[config.mk]
export PLATFORM = sky130hd
export DESIGN_NAME = lvds_rx_deserializer
export DESIGN_NICKNAME = d
export VERILOG_FILES = /design/src/rtl/lvds_rx_deserializer.sv
export SDC_FILE = /design/constraint.sdc
export NUM_CORES = 1
export LEC_CHECK = 0
export CELL_PAD_IN_SITES_DETAIL_PLACEMENT = 1
export CELL_PAD_IN_SITES_GLOBAL_PLACEMENT = 1
export CORE_ASPECT_RATIO = 0.7
export CORE_MARGIN = 3
export CORE_UTILIZATION = 36
export DETAILED_ROUTE_END_ITERATION = 12
export GPL_TIMING_DRIVEN = 0
export PLACE_DENSITY = 0.77
export SYNTH_ARGS = -nofsm -noshare
export SYNTH_HDL_FRONTEND = slang
export SYNTH_SLANG_ARGS = --single-unit
export TNS_END_PERCENT = 10
[constraint.sdc]
create_clock -name clk_in -period 1.6 [get_ports clk_in]
set_input_delay 0.16 -clock clk_in [delete_from_list [all_inputs] [get_ports clk_in]]
set_output_delay 0.16 -clock clk_in [all_outputs]
set_load 0.05 [all_outputs]
[src/rtl/lvds_rx_deserializer.sv]
// ---------------------------------------------------------------------------
// lvds_rx_deserializer
//
// Receive side of the 7:1 LVDS pixel link. The clock lane and four data
// lanes arrive as single-ended bits sampled once per clk_in (7x pixel rate).
// The block finds the word boundary from the clock-lane pattern 1100011,
// confirms it over LOCK_COUNT consecutive words, and then decodes each
// aligned set of lane words into RGB888 plus HS/VS/DE.
//
// Parameters
//   LOCK_COUNT  consecutive good clock words needed to declare lock (2..15)
//   ERR_LIMIT   consecutive bad clock words, while locked, that drop lock (1..15)
//
// Ports
//   clk_in       in   bit-rate clock (7x pixel rate)
//   reset        in   synchronous, active-high
//   rxin_ck      in   sampled clock-lane bit
//   rxin[3:0]    in   sampled data-lane bits, lane n on bit n
//   red/green/blue out 8-bit recovered colour
//   hsync/vsync/de out recovered control bits
//   pixel_valid  out  one-cycle strobe when new pixel outputs are presented
//   locked       out  alignment established
//   err_count    out  clock-lane mismatches while locked
//
// Build option
//   LVDS_RX_ERR_CNT_EN  when defined, err_count is a saturating count of
//                       locked-state clock-word mismatches, cleared only by
//                       reset. When undefined, err_count is tied to zero.
// ---------------------------------------------------------------------------
module lvds_rx_deserializer #(
  parameter int LOCK_COUNT = 4,
  parameter int ERR_LIMIT  = 2
) (
  input  logic        clk_in,
  input  logic        reset,
  input  logic        rxin_ck,
  input  logic [3:0]  rxin,
  output logic [7:0]  red,
  output logic [7:0]  green,
  output logic [7:0]  blue,
  output logic        hsync,
  output logic        vsync,
  output logic        de,
  output logic        pixel_valid,
  output logic        locked,
  output logic [15:0] err_count
);

  localparam logic [6:0] CLK_PAT    = 7'b1100011;
  localparam logic [3:0] LOCK_N     = 4'(LOCK_COUNT);
  localparam logic [3:0] MISS_N     = 4'(ERR_LIMIT);
  localparam logic [2:0] PHASE_LAST = 3'd6;

  typedef enum logic [1:0] {
    HUNT   = 2'd0,
    VERIFY = 2'd1,
    LOCKED = 2'd2
  } state_t;

  // Lane words to pixel, packed as {de, vs, hs, b[7:0], g[7:0], r[7:0]}.
  // Lane 3 bit 6 carries a constant 0 on the wire and is not passed in.
  function automatic logic [26:0] decode_pixel(input logic [6:0] w0,
                                               input logic [6:0] w1,
                                               input logic [6:0] w2,
                                               input logic [5:0] w3);
    logic [7:0] r;
    logic [7:0] g;
    logic [7:0] b;
    r = {w3[1:0], w0[5:0]};
    g = {w3[3:2], w1[4:0], w0[6]};
    b = {w3[5:4], w2[3:0], w1[6:5]};
    return {w2[6], w2[5], w2[4], b, g, r};
  endfunction

`ifdef LVDS_RX_ERR_CNT_EN
  function automatic logic [15:0] sat_inc16(input logic [15:0] v);
    return (v == 16'hFFFF) ? v : v + 16'd1;
  endfunction
`endif

  logic [6:0]  sr_ck_p0;
  logic [6:0]  sr_ln_p0 [4];
  state_t      state;
  state_t      state_next;
  logic [2:0]  phase;
  logic [2:0]  phase_next;
  logic [3:0]  good_cnt;
  logic [3:0]  good_next;
  logic [3:0]  miss_cnt;
  logic        match;
  logic        boundary;
  logic        load_pix;
  logic        miss_evt;
  logic [26:0] pix_p1;
  logic        vld_p1;
  logic        unused_lane3_bit6;

  assign unused_lane3_bit6 = sr_ln_p0[3][6];

  // ---- stage p0: serial capture, newest bit in bit 0 ----
  always_ff @(posedge clk_in) begin
    if (reset) begin
      sr_ck_p0 <= '0;
      for (int i = 0; i < 4; i++) sr_ln_p0[i] <= '0;
    end else begin
      sr_ck_p0 <= {sr_ck_p0[5:0], rxin_ck};
      for (int i = 0; i < 4; i++) sr_ln_p0[i] <= {sr_ln_p0[i][5:0], rxin[i]};
    end
  end

  assign match    = (sr_ck_p0 == CLK_PAT);
  assign boundary = (phase == 3'd0);

  always_ff @(posedge clk_in) begin
    if (reset) begin
      state    <= HUNT;
      phase    <= 3'd0;
      good_cnt <= 4'd0;
    end else begin
      state    <= state_next;
      phase    <= phase_next;
      good_cnt <= good_next;
    end
  end

  // In HUNT the phase is parked at 0 and every cycle is a candidate
  // boundary; a match restarts the phase so the next boundary is 7 later.
  always_comb begin
    state_next = state;
    phase_next = (phase == PHASE_LAST) ? 3'd0 : phase + 3'd1;
    good_next  = good_cnt;
    load_pix   = 1'b0;
    miss_evt   = 1'b0;
    unique case (state)
      HUNT: begin
        phase_next = 3'd0;
        if (match) begin
          phase_next = 3'd1;
          good_next  = 4'd1;
          state_next = VERIFY;
        end
      end
      VERIFY: begin
        if (boundary) begin
          if (match) begin
            good_next = good_cnt + 4'd1;
            if (good_next == LOCK_N) state_next = LOCKED;
          end else begin
            state_next = HUNT;
          end
        end
      end
      LOCKED: begin
        if (boundary) begin
          if (match) begin
            load_pix = 1'b1;
          end else begin
            miss_evt = 1'b1;
            if (miss_cnt + 4'd1 == MISS_N) state_next = HUNT;
          end
        end
      end
      default: state_next = HUNT;
    endcase
  end

  // Miss counter only runs in LOCKED, so every lock starts with a clean count.
  always_ff @(posedge clk_in) begin
    if (reset || state != LOCKED) begin
      miss_cnt <= 4'd0;
    end else if (load_pix) begin
      miss_cnt <= 4'd0;
    end else if (miss_evt) begin
      miss_cnt <= miss_cnt + 4'd1;
    end
  end

  // ---- stage p1: decoded pixel register, holds across bad words ----
  always_ff @(posedge clk_in) begin
    if (reset) begin
      pix_p1 <= '0;
      vld_p1 <= 1'b0;
    end else begin
      vld_p1 <= load_pix;
      if (load_pix) begin
        pix_p1 <= decode_pixel(sr_ln_p0[0], sr_ln_p0[1], sr_ln_p0[2],
                               sr_ln_p0[3][5:0]);
      end
    end
  end

  assign red         = pix_p1[7:0];
  assign green       = pix_p1[15:8];
  assign blue        = pix_p1[23:16];
  assign hsync       = pix_p1[24];
  assign vsync       = pix_p1[25];
  assign de          = pix_p1[26];
  assign pixel_valid = vld_p1;
  assign locked      = (state == LOCKED);

`ifdef LVDS_RX_ERR_CNT_EN
  logic [15:0] err_cnt_q;

  // Survives lock loss and relock; only reset clears it.
  always_ff @(posedge clk_in) begin
    if (reset) begin
      err_cnt_q <= 16'h0000;
    end else if (miss_evt) begin
      err_cnt_q <= sat_inc16(err_cnt_q);
    end
  end

  assign err_count = err_cnt_q;
`else
  assign err_count = 16'h0000;
`endif

endmodule
==> flow_summary.toml <==
[critical_path]
critPathArrivalTime_ps = 1870
path_class = "flip-flop to flip-flop"
worst-path-buf-inv = 1
crit-reg2reg-capture = "good_cnt[3]"
critical_path_endpoint_category = "flip-flop"
path_cells = "inv_2, ha_4, nor2b_4, nand4_1, or4b_1, a31oi_1"
setup.reg_to_reg.worst_slack_ps = 4
reg2regPathDepth = 6
r2r_start = "phase[0]"
critical-path-slowest-cell = "sky130_fd_sc_hd__or4b_1"
worstSetupStartpointType = "flip-flop"
timing.critical_path.fanout_max = 4
critPathTopFamily = "simple AND/OR/NAND/NOR gates"
critical-path-max-stage-delay_ps = 520
critPathRequiredTime_ps = 1870

[power_and_ir_drop]
clk_network_pwr_share_pct = 45.9
internal-power_w = 0.002985
leakagePower_nw = 1.751
p_sw_w = 0.0008541
post-layout-total-power_w = 0.003839
power-per-cell-area_mw_per_mm2 = 1048
netSwitchingFraction_pct = 22.25
power_frac_comb_pct = 4.7
power.share.sequential_pct = 49.3
irDropWorstVdd_mv = 0.5972

[synth]
yosysSeqAreaShare_pct = 53.93
synth-warning-count = 0
xor_and_xnor_area_share_after_synthesis_pct = 0.3146
avgSynthCellArea_sq_um = 10.16
synth_top_family_by_area = "simple AND/OR/NAND/NOR gates"
netlist-cell-type-count = 31
synth_simple_gate_area_share_pct = 20.40
synth-compound-area-share_pct = 5.034
syn_area_sq_mm = 0.002784
synthCells = 274
multiplexer_share_of_the_synthesized_area_pct = 10.07
synth_fa_ha_area_share_pct = 2.697
postSynthRegisterBits = 75

[global_routing]
grt_use_total_pct = 14.68
antenna_found_initial = 0
grt_start_max_net_pins = 15
grt_pass1_vias = 2074
grt_pass1_wl_mm = 10.32
grt.overflow.total = 0

[floorplan]
core_region_area_sq_mm = 0.007417
pin_count = 52
die_y_um = 79.58
floorplan.die_area_sq_mm = 0.008841
initial_utilization_pct = 37.53
die-width_um = 111.1
rows = 26

[cts]
clk_path_buf_depth = 2
htree_num_levels = 3
cts.clk_slew.worst_paths_ps = 80
numCtsBuffers = 9
cts_tree = "done"
insertion_delay_ps = 340
root_buffer_cell = "sky130_fd_sc_hd__clkbuf_8"
sinks_on_the_clock_net = 75

[routing]
post_drt_via_cell_ratio = 4.510
vias = 1998
route.detailed.drc = 0
drt_pass1_iterations = 4
drt-wirelength-per-cell_um = 13.86
drt.antenna.violating_nets = 0
routed_wirelength_mm = 6.140
detail_route.iter0.violations = 42

[timing]
finalClockSkew_ps = 5.864
timing.final.crit_period_ps = 1596
holdWs_ps = 363.4
finalCritPeriodShare_pct = 99.75
final_setup_violation_count = 0
finalMaxSlewViolations = 0
clock.fmax_mhz = 626.6
hold_violations = 0
slew_headroom_pct = 63.55
rsz0062_at_grt = "yes"
worstMarginPinSlew_ps = 549.0

[min_path]
timing.hold.worst.start = "rxin[1]"
hold_depth = 2
min_delay_worst_type = "primary input to flip-flop"
hold_end = "sr_ln_p0[1][0]"

[layout]
num_antenna_cells = 0
fin_area_sq_mm = 0.003664
layout-drive-gt1-share_pct = 16.81
final_nets = 353
synthToLayoutAreaGrowth_pct = 31.60

[placed_design]
detailed_place.area_sq_mm = 0.003313
gp_congestion = 0.7750
dp.final_hpwl_mm = 4.176
io_buffers = 34

[outcome]
outcome = "completed"

[flow_run]
timing.max_cap.violations = 0
==> cell usage after synthesis (all sizes together) <==
cell / instances / share of area [%]
xor2: 1 / 0.31
o21ai: 5 / 0.90
a21oi: 9 / 1.6
a211oi: 3 / 0.81
a31oi: 4 / 0.90
mux2i: 28 / 10
or4b: 1 / 0.36
o21a: 1 / 0.27
buf: 20 / 5.5
nand3: 5 / 0.90
conb: 1 / 0.13
a21boi: 2 / 0.54
nor2: 33 / 4.4
ha: 6 / 2.7
nand4: 3 / 0.67
nor2b: 37 / 8.3
and2: 1 / 0.22
nor3b: 1 / 0.27
nand2b: 2 / 0.45
nor3: 4 / 0.72
and3b: 1 / 0.31
clkbuf: 10 / 1.3
dfxtp: 75 / 54
inv: 4 / 0.54
nand3b: 1 / 0.27
nand2: 11 / 1.8
or3: 3 / 0.67
and4bb: 2 / 1.0
==> state kept, by name, indices dropped and copies added, names as in the netlist <==
register / flops
pix_p1: 27
sr_ln_p0: 27
sr_ck_p0: 7
good_cnt: 4
miss_cnt: 4
phase: 3
state: 2
pixel_valid: 1
==> through the flow <==
stage | utilization, % | setup slack [ps] | std cells | TNS (ps)
floorplan | - | 16.90 | 289 | 0
global placement | 44.67 | -177.9 | 421 | -3094
detailed placement | 44.67 | -211.3 | 421 | -3818
CTS | 48.25 | -30.08 | 439 | -30.08
global route | 49.39 | -120.6 | 443 | -310.1
finish | 49.39 | 3.966 | 443 | 0
==> logic make-up after synthesis <==
| kind of cell | count (synthesis) |
|---|---|
| other cells | 1 |
| fa+ha+maj | 6 |
| mux | 28 |
| flops | 75 |
| simple gates | 105 |
| buf+inv | 34 |
| compound gates | 24 |
| xor+xnor | 1 |
==> layer usage <==
metal	vias to the layer above	global-route usage [%]	routed length (um)
met1	943	18.52	2933
met4	0	2.552	3
met3	2	7.121	407
met5	-	0	0
met2	47	23.24	2795
li1	1006	-	-
==> area by class of cell <==
class                      count  area (sq um)
clock inverter                 7         122.6
buffer                        30         221.5
clock buffer                   9         123.9
fill                         834          3754
sequential                    75          1504
inverter                       4         15.01
tap                           98         122.6
multi-input combinational    180          1179
timing repair buffer          40         375.4
==> worst register-to-register path, cell delays in order (launching register included) <==
cell and delay, ps:
sky130_fd_sc_hd__dfxtp_2 350, sky130_fd_sc_hd__inv_2 70, sky130_fd_sc_hd__ha_4 120, sky130_fd_sc_hd__nor2b_4 190, sky130_fd_sc_hd__nand4_1 140, sky130_fd_sc_hd__or4b_1 520, sky130_fd_sc_hd__a31oi_1 130
==> power groups by stage <==
stage	sequential (W)	clock [W]	combinational (W)
3_3_place_gp	0.00194	0	0.000178
4_1_cts	0.00189	0.00181	0.000180
6_report	0.00189	0.00176	0.000182
5_1_grt	0.00190	0.00191	0.000193
3_5_place_dp	0.00194	0	0.000179
2_1_floorplan	0.00193	0	0.000152
==> cell usage in the layout (no fill, tap or decap), types with 8 or more instances in the layout <==
cell type	netlist	final
sky130_fd_sc_hd__nor2b_1	37	35
sky130_fd_sc_hd__dfxtp_1	75	73
sky130_fd_sc_hd__a21oi_1	9	8
sky130_fd_sc_hd__conb_1	1	16
sky130_fd_sc_hd__dlygate4sd2_1	0	28
sky130_fd_sc_hd__buf_4	19	20
sky130_fd_sc_hd__clkbuf_8	0	9
sky130_fd_sc_hd__clkbuf_1	10	9
sky130_fd_sc_hd__nand2_1	10	10
sky130_fd_sc_hd__nor2_1	33	33
sky130_fd_sc_hd__mux2i_1	28	24
==> repair_timing <==
action / CTS / global route
pin swaps: 2 / 3
endpoints found under the setup margin: 52 / 36
gates resized for setup: 38 / 16
hold buffers: 0 / 0
gates cloned: 0 / 1
buffers inserted: 2 / 3
==> worst max-delay path by stage <==
stage               startpoint          end  slack (ps)  cells past startpoint
finish                phase[0]  good_cnt[3]           4                      6
floorplan             phase[0]    pix_p1[6]          20                      8
global route          phase[1]  good_cnt[3]        -120                      6
global placement      phase[0]    pix_p1[7]        -180                      8
CTS                   phase[0]  good_cnt[3]         -30                      6
detailed placement    phase[0]   pix_p1[18]        -210                      8
Power figures use the tool's default switching activity.
==> RTL change 1, RTL diff (config.mk and constraints unchanged) <==
Add a define of `LVDS_RX_ERR_CNT_EN`.
--- a/src/rtl/lvds_rx_deserializer.sv
+++ b/src/rtl/lvds_rx_deserializer.sv
@@ -27,6 +27,8 @@
 //                       locked-state clock-word mismatches, cleared only by
 //                       reset. When undefined, err_count is tied to zero.
 // ---------------------------------------------------------------------------
+`define LVDS_RX_ERR_CNT_EN
+
 module lvds_rx_deserializer #(
   parameter int LOCK_COUNT = 4,
   parameter int ERR_LIMIT  = 2
Formal check against the unedited RTL: same outputs for any inputs over 10 cycles, from zero or initial values and one cycle with reset high; that may be too few to reach the edited logic, so the function may still have changed.
==> RTL change 1 against the unedited design <==
The run now ends with setup timing left; worst setup slack got worse by 0.11 ns; via count increased by 48%; synthesized area is 32% higher; utilization grew 0.63 points; total power increased by 19%; sequential power is 21% higher; combinational power shrank 52%; die area rose by 29%; sequential cell count is 16 higher; critical path depth rose by 1; cell area increased by 34%; highest routed layer unchanged; routed wire length increased by 53%; maximum frequency decreased by 6.7%.
==> RTL change 1: results (changes against the unedited design) <==
Global routing
  • Initial antenna violation count: 0 (unchanged)
  • Vias in the first global route: 3162 (+52%)
  • First-pass GRT wire length: 15840 um (+54%)
  • GRT Total Usage: 17.04% (+2.4 points)
  • Largest net degree at the start of global routing: 17 (+2)

Clocking
  • CTS Buf Count: 9 (unchanged)
  • CTS max path bufs: 2 (unchanged)
  • Clk Latency, worst-skew pair: 0.34 ns (about the same)
  • Clock-pin slew on the worst setup and hold paths: 0.07 ns
  • Root cell of the clock tree: clkbuf_16
  • H-tree depth: 3 (unchanged)

Synth
  • Yosys cell types: 44 (+42%)
  • Xor and xnor area share after synthesis: 3.825% (+3.5 points)
  • Adder-cell area share of the yosys netlist: 2.732% (+0.036 points)
  • Post-synth top cells: 91 x dfxtp_1, 50 x nand2_1, 36 x nor2b_1, 29 x nor2_1
  • Ranking of synthesized cells by area: dfxtp_1 50%, nor2b_1 6.1%, nand2_1 5.1%, a21oi_2 4.5%, xor2_1 3.3%
  • Yosys warns: 0 (unchanged)
  • Share of flip-flops with an asynchronous set or reset: 0% (unchanged)
  • Mux cell area share after synthesis: 1.093% (-9.0 points)
  • Net Count, Synth: 397
  • Post-synthesis sequential area ratio: 49.73% (-4.2 points)
  • Synth Area in Compound Gates: 11.92% (+6.9 points)

STA
  • Hold slack: 0.3690 ns (+0.005597 ns)
  • Worst slew margin: 65.09% (+1.5 points)
  • Fin Setup TNS: -0.3284 ns (-0.3284 ns)
  • Skew final: 0.009244 ns (+0.003380 ns)
  • Count of final setup violators: 6 (+6)
  • Final worst setup slack: -0.1102 ns (-0.1142 ns)

Min path
  • Hold/Removal Path Class: primary input to flop
  • Hold_sp: rxin[2]
  • Worst Hold Depth: 2 (unchanged)
  • Worst Hold End: sr_ln_p0[2][0]

Placement
  • DP HPWL: 6125 um (+47%)
  • Routability cong.: 0.8274 (+6.8%)
  • Placed cell area: 4410 um^2 (+33%)
  • PortBufs: 51 (+50%)

Route
  • Drt pass-1 iters: 5 (+1)
  • Drt wl/cell: 15.94 um (+15%)
  • DR iter-0 viols: 93 (+120%)
  • Vias per cell: 5.012 (+11%)

Worst setup path
  • WP data arrival: 1.99 ns (+0.12 ns)
  • Register-to-register setup slack: -0.11 ns (-0.11 ns)
  • Max Fanout on Critical Path: 4 (unchanged)
  • Critical path type: flop to flop
  • Slowest CP cell: or4_1
  • CP max stage delay: 0.49 ns (-0.03 ns)
  • Worst r2r src: sr_ck_p0[2]
  • R2R depth: 7 (+1)
  • Top delay family on crit path: simple AND/OR/NAND/NOR gates
  • FF-to-FF End: err_count[8]

Cells and area
  • FILL cells: 1114 (+34%)
  • Final nets: 473 (+34%)
  • Layout cell share with drive strength beyond 1: 27.00% (+10 points)
  • ANT cells: 0 (unchanged)

Power and ir drop
  • Worst IR drop on VDD: 0.5296 mV (-11%)
  • P_leak: 1.932 nW (+10%)

Status
  • Violated checks: setup timing
  • Outcome: finished, violations left
RTL change 1: how the worst max path moves through the flow:
stage                    endpoint  slack (ns)  cells past startpoint
floorplan            err_count[9]      -0.003                      7
global placement       pix_p1[21]       -0.59                      4
detailed placement     pix_p1[16]       -0.63                      4
CTS                 err_count[14]       -0.08                      6
global route         err_count[8]       -0.19                      7
finish               err_count[8]       -0.11                      7
RTL change 1: power breakdown:
group	switching, W	leakage (nW)	total, W	internal (W)
Clock	0.000917	0.147	0.00218	0.00126
Sequential	0.0000107	0.747	0.00228	0.00227
Combinational	0.0000556	1.04	0.0000874	0.0000318
Total	0.000983	1.93	0.00455	0.00357
RTL change 1: metal layers:
layer | vias to the layer above | share of wire (%) | GRT usage [%]
met5 | - | 0 | 0
met4 | 0 | 0.44 | 2.857
met3 | 5 | 3.7 | 5.674
met2 | 48 | 48 | 27.77
met1 | 1470 | 48 | 22.36
li1 | 1439 | - | -
RTL change 1: what timing repair did:
item | in CTS | in global routing
buffers inserted | 13 | 1
resized for setup | 66 | 18
hold endpoints to repair | 0 | 0
cloned | 1 | 0
endpoints found under the setup margin | 97 | 45
pin swaps | 8 | 21
RTL change 1: area by class of cell:
type                       count  area share (%)
sequential                    91           37.96
multi-input combinational    268           36.30
timing repair buffer          66           12.54
clock buffer                  11           4.953
buffer                        17           3.344
tap                          128           3.268
clock inverter                 5           1.251
inverter                       5          0.3829
RTL change 1: cell families after synthesis:
| logic type | Yosys count |
|---|---|
| adders and majority gates | 8 |
| xor gates and xnor gates | 16 |
| DFF | 91 |
| and+or+nand+nor | 182 |
| AOI/OAI and AO/OA | 58 |
| buffers and inverters | 23 |
| muxes | 4 |
RTL change 1: metrics by stage:
| step | worst slack, ns | std cells | utilization, % |
|---|---|---|---|
| 3_5_place_dp | -0.6311 | 561 | 45.02 |
| 6_report | -0.1102 | 591 | 50.03 |
| 4_1_cts | -0.08088 | 590 | 49.36 |
| 3_3_place_gp | -0.5901 | 561 | 45.02 |
| 5_1_grt | -0.1862 | 591 | 50.03 |
| 2_1_floorplan | -0.003288 | 382 | - |
==> RTL change 2, RTL diff (same flow settings) <==
Made on the original files. The 3 states of `state_t` get a one-hot encoding in 3 bits.
--- a/src/rtl/lvds_rx_deserializer.sv
+++ b/src/rtl/lvds_rx_deserializer.sv
@@ -51,10 +51,10 @@
   localparam logic [3:0] MISS_N     = 4'(ERR_LIMIT);
   localparam logic [2:0] PHASE_LAST = 3'd6;
 
-  typedef enum logic [1:0] {
-    HUNT   = 2'd0,
-    VERIFY = 2'd1,
-    LOCKED = 2'd2
+  typedef enum logic [2:0] {
+    HUNT   = 3'b001,
+    VERIFY = 3'b010,
+    LOCKED = 3'b100
   } state_t;
 
   // Lane words to pixel, packed as {de, vs, hs, b[7:0], g[7:0], r[7:0]}.
Function: same outputs for any inputs over 10 cycles, from zero or initial values and one cycle with reset high; not proved beyond that.
==> RTL change 2 against the unedited design <==
Worst setup slack improved by 0.0070 ns; utilization increased by 2.1 points; synthesized area increased by 1.4%; hold slack got worse by 0.023 ns; first-iteration DRC count increased by 33%; routed wire length increased by 14%; sequential cell count increased by 1; total power decreased by 3.3%; cell area increased by 4.7%; clock skew about the same; sequential share of layout area decreased by 1.2 points; critical path type unchanged; critical endpoint is now pix_p1[21]; highest routed layer unchanged.
==> RTL change 2: results (changes against the unedited design) <==
Clocking
  • H-tree depth: 3 (unchanged)
  • Clk Latency, worst-skew pair: 0.36 ns (+0.02 ns)

STA
  • Skew final: 0.005861 ns (-0.000003080 ns)
  • Worst Max-Slew Pin Slew: 0.6109 ns (+0.06195 ns)
  • Minimum clock period after layout: 1.589 ns (-0.007003 ns)
  • Hold slack: 0.3404 ns (-0.02298 ns)

Worst setup path
  • FF-to-FF End: pix_p1[21]
  • Slowest CP cell: dfxtp_2
  • Critical Path End: pix_p1[21]
  • Max Fanout on Critical Path: 7 (+3)
  • CP max stage delay: 0.32 ns (-0.20 ns)
  • CP startpoint: sr_ck_p0[4]

Cells and area
  • Final nets: 389 (+10%)
  • Layout cell share with drive strength beyond 1: 23.95% (+7.1 points)
  • Biggest regs: pix_p1 (27), sr_ln_p0 (27), sr_ck_p0 (7)

Min path
  • Worst Hold Depth: 3 (+1)
  • Hold_sp: reset
  • Worst Hold End: state[0]

Global routing
  • Vias in the first global route: 2283 (+10%)
  • GRT Total Usage: 15.98% (+1.3 points)
  • Largest net degree at the start of global routing: 13 (-2)
  • First-pass GRT wire length: 11240 um (+9.0%)

Synth
  • Post-synth top cells: 76 x dfxtp_1, 61 x nand2_1, 38 x a21oi_1, 36 x nor2b_1, 17 x buf_4
  • Yosys cell types: 35 (+13%)
  • Adder-cell area share of the yosys netlist: 3.103% (+0.41 points)
  • Xor and xnor area share after synthesis: 0.6206% (+0.31 points)
  • Yosys warns: 0 (unchanged)
  • Synth Area in Compound Gates: 10.24% (+5.2 points)
  • Ys flop type: dfxtp_1
  • Mux cell area share after synthesis: 0% (-10 points)
  • Ranking of synthesized cells by area: dfxtp_1 54%, nand2_1 8.1%, nor2b_1 8.0%, a21oi_1 6.7%, buf_4 4.5%
  • Post-synthesis sequential area ratio: 53.90% (about the same)
  • Share of flip-flops with an asynchronous set or reset: 0% (unchanged)

Status
  • Outcome: completed

Power and ir drop
  • P_leak: 1.570 nW (-10%)
  • Worst IR drop on VDD: 0.6349 mV (+6.3%)

Placement
  • DP HPWL: 4603 um (+10%)
  • Routability cong.: 0.7260 (-6.3%)
  • Dpl ws: -0.2967 ns (-0.08536 ns)

Route
  • Vias per cell: 4.690 (+4.0%)
  • WL final: 7024 um (+14%)
  • DR iter-0 viols: 56 (+33%)
RTL change 2: cell types whose count changed after synthesis, moves of 24 or more:
cell,delta
mux2i_1,-28
nand2_1,+51
a21oi_1,+29
nor2_1,-24
RTL change 2: timing repair:
| action | CTS | global route |
|---|---|---|
| gates resized for setup | 48 | 31 |
| setup buffers | 5 | 5 |
| pin swaps | 2 | 10 |
| cloned | 0 | 2 |
| endpoints found under the setup margin | 64 | 36 |
RTL change 2: final cells by class:
cell class,instances,area (um^2)
clock inverters,4,72.57
plain buffers,29,210.2
clock buffers,12,145.1
flip-flops and latches,76,1528
multi-input cells,209,1306
fillers,865,3612
inverters,4,15.01
well taps,98,122.6
repair buffers,46,437.9
RTL change 2: report_power, final:
part           leakage [nW]  switching (W)  internal, W
Sequential            0.617     0.00000979      0.00191
Clock                 0.107       0.000688     0.000919
Combinational         0.846       0.000130    0.0000533
Total                  1.57       0.000828      0.00288
RTL change 2: stage by stage:
stage	utilization, %	cell area (um^2)	cells	total power [W]	setup TNS [ns]
final	51.51	3837	478	0.003710	0
after global routing	51.51	3837	478	0.003850	-1.067
after detailed placement	45.20	3367	452	0.002139	-6.003
after CTS	48.98	3649	473	0.003744	0
after global placement	45.20	3367	452	0.002137	-4.117
after floorplan	-	2904	320	0.002109	-1.770
RTL change 2: metal layers:
metal / GRT usage, % / vias to the layer above / wire length [um]
met5: 0 / - / 0
met4: 6.197 / 0 / 97
met3: 4.819 / 9 / 300
met2: 25.90 / 48 / 3343
met1: 20.14 / 1079 / 3283
li1: - / 1106 / -
RTL change 2: worst reg2reg max path: cells and delay by family, from the launching register on:
family / cells / cell delay, ns
AO/OA/AOI/OAI: 1 / 0.13
buffers and inverters: 1 / 0.18
flip-flops: 1 / 0.32
AND/OR/NAND/NOR: 4 / 0.88
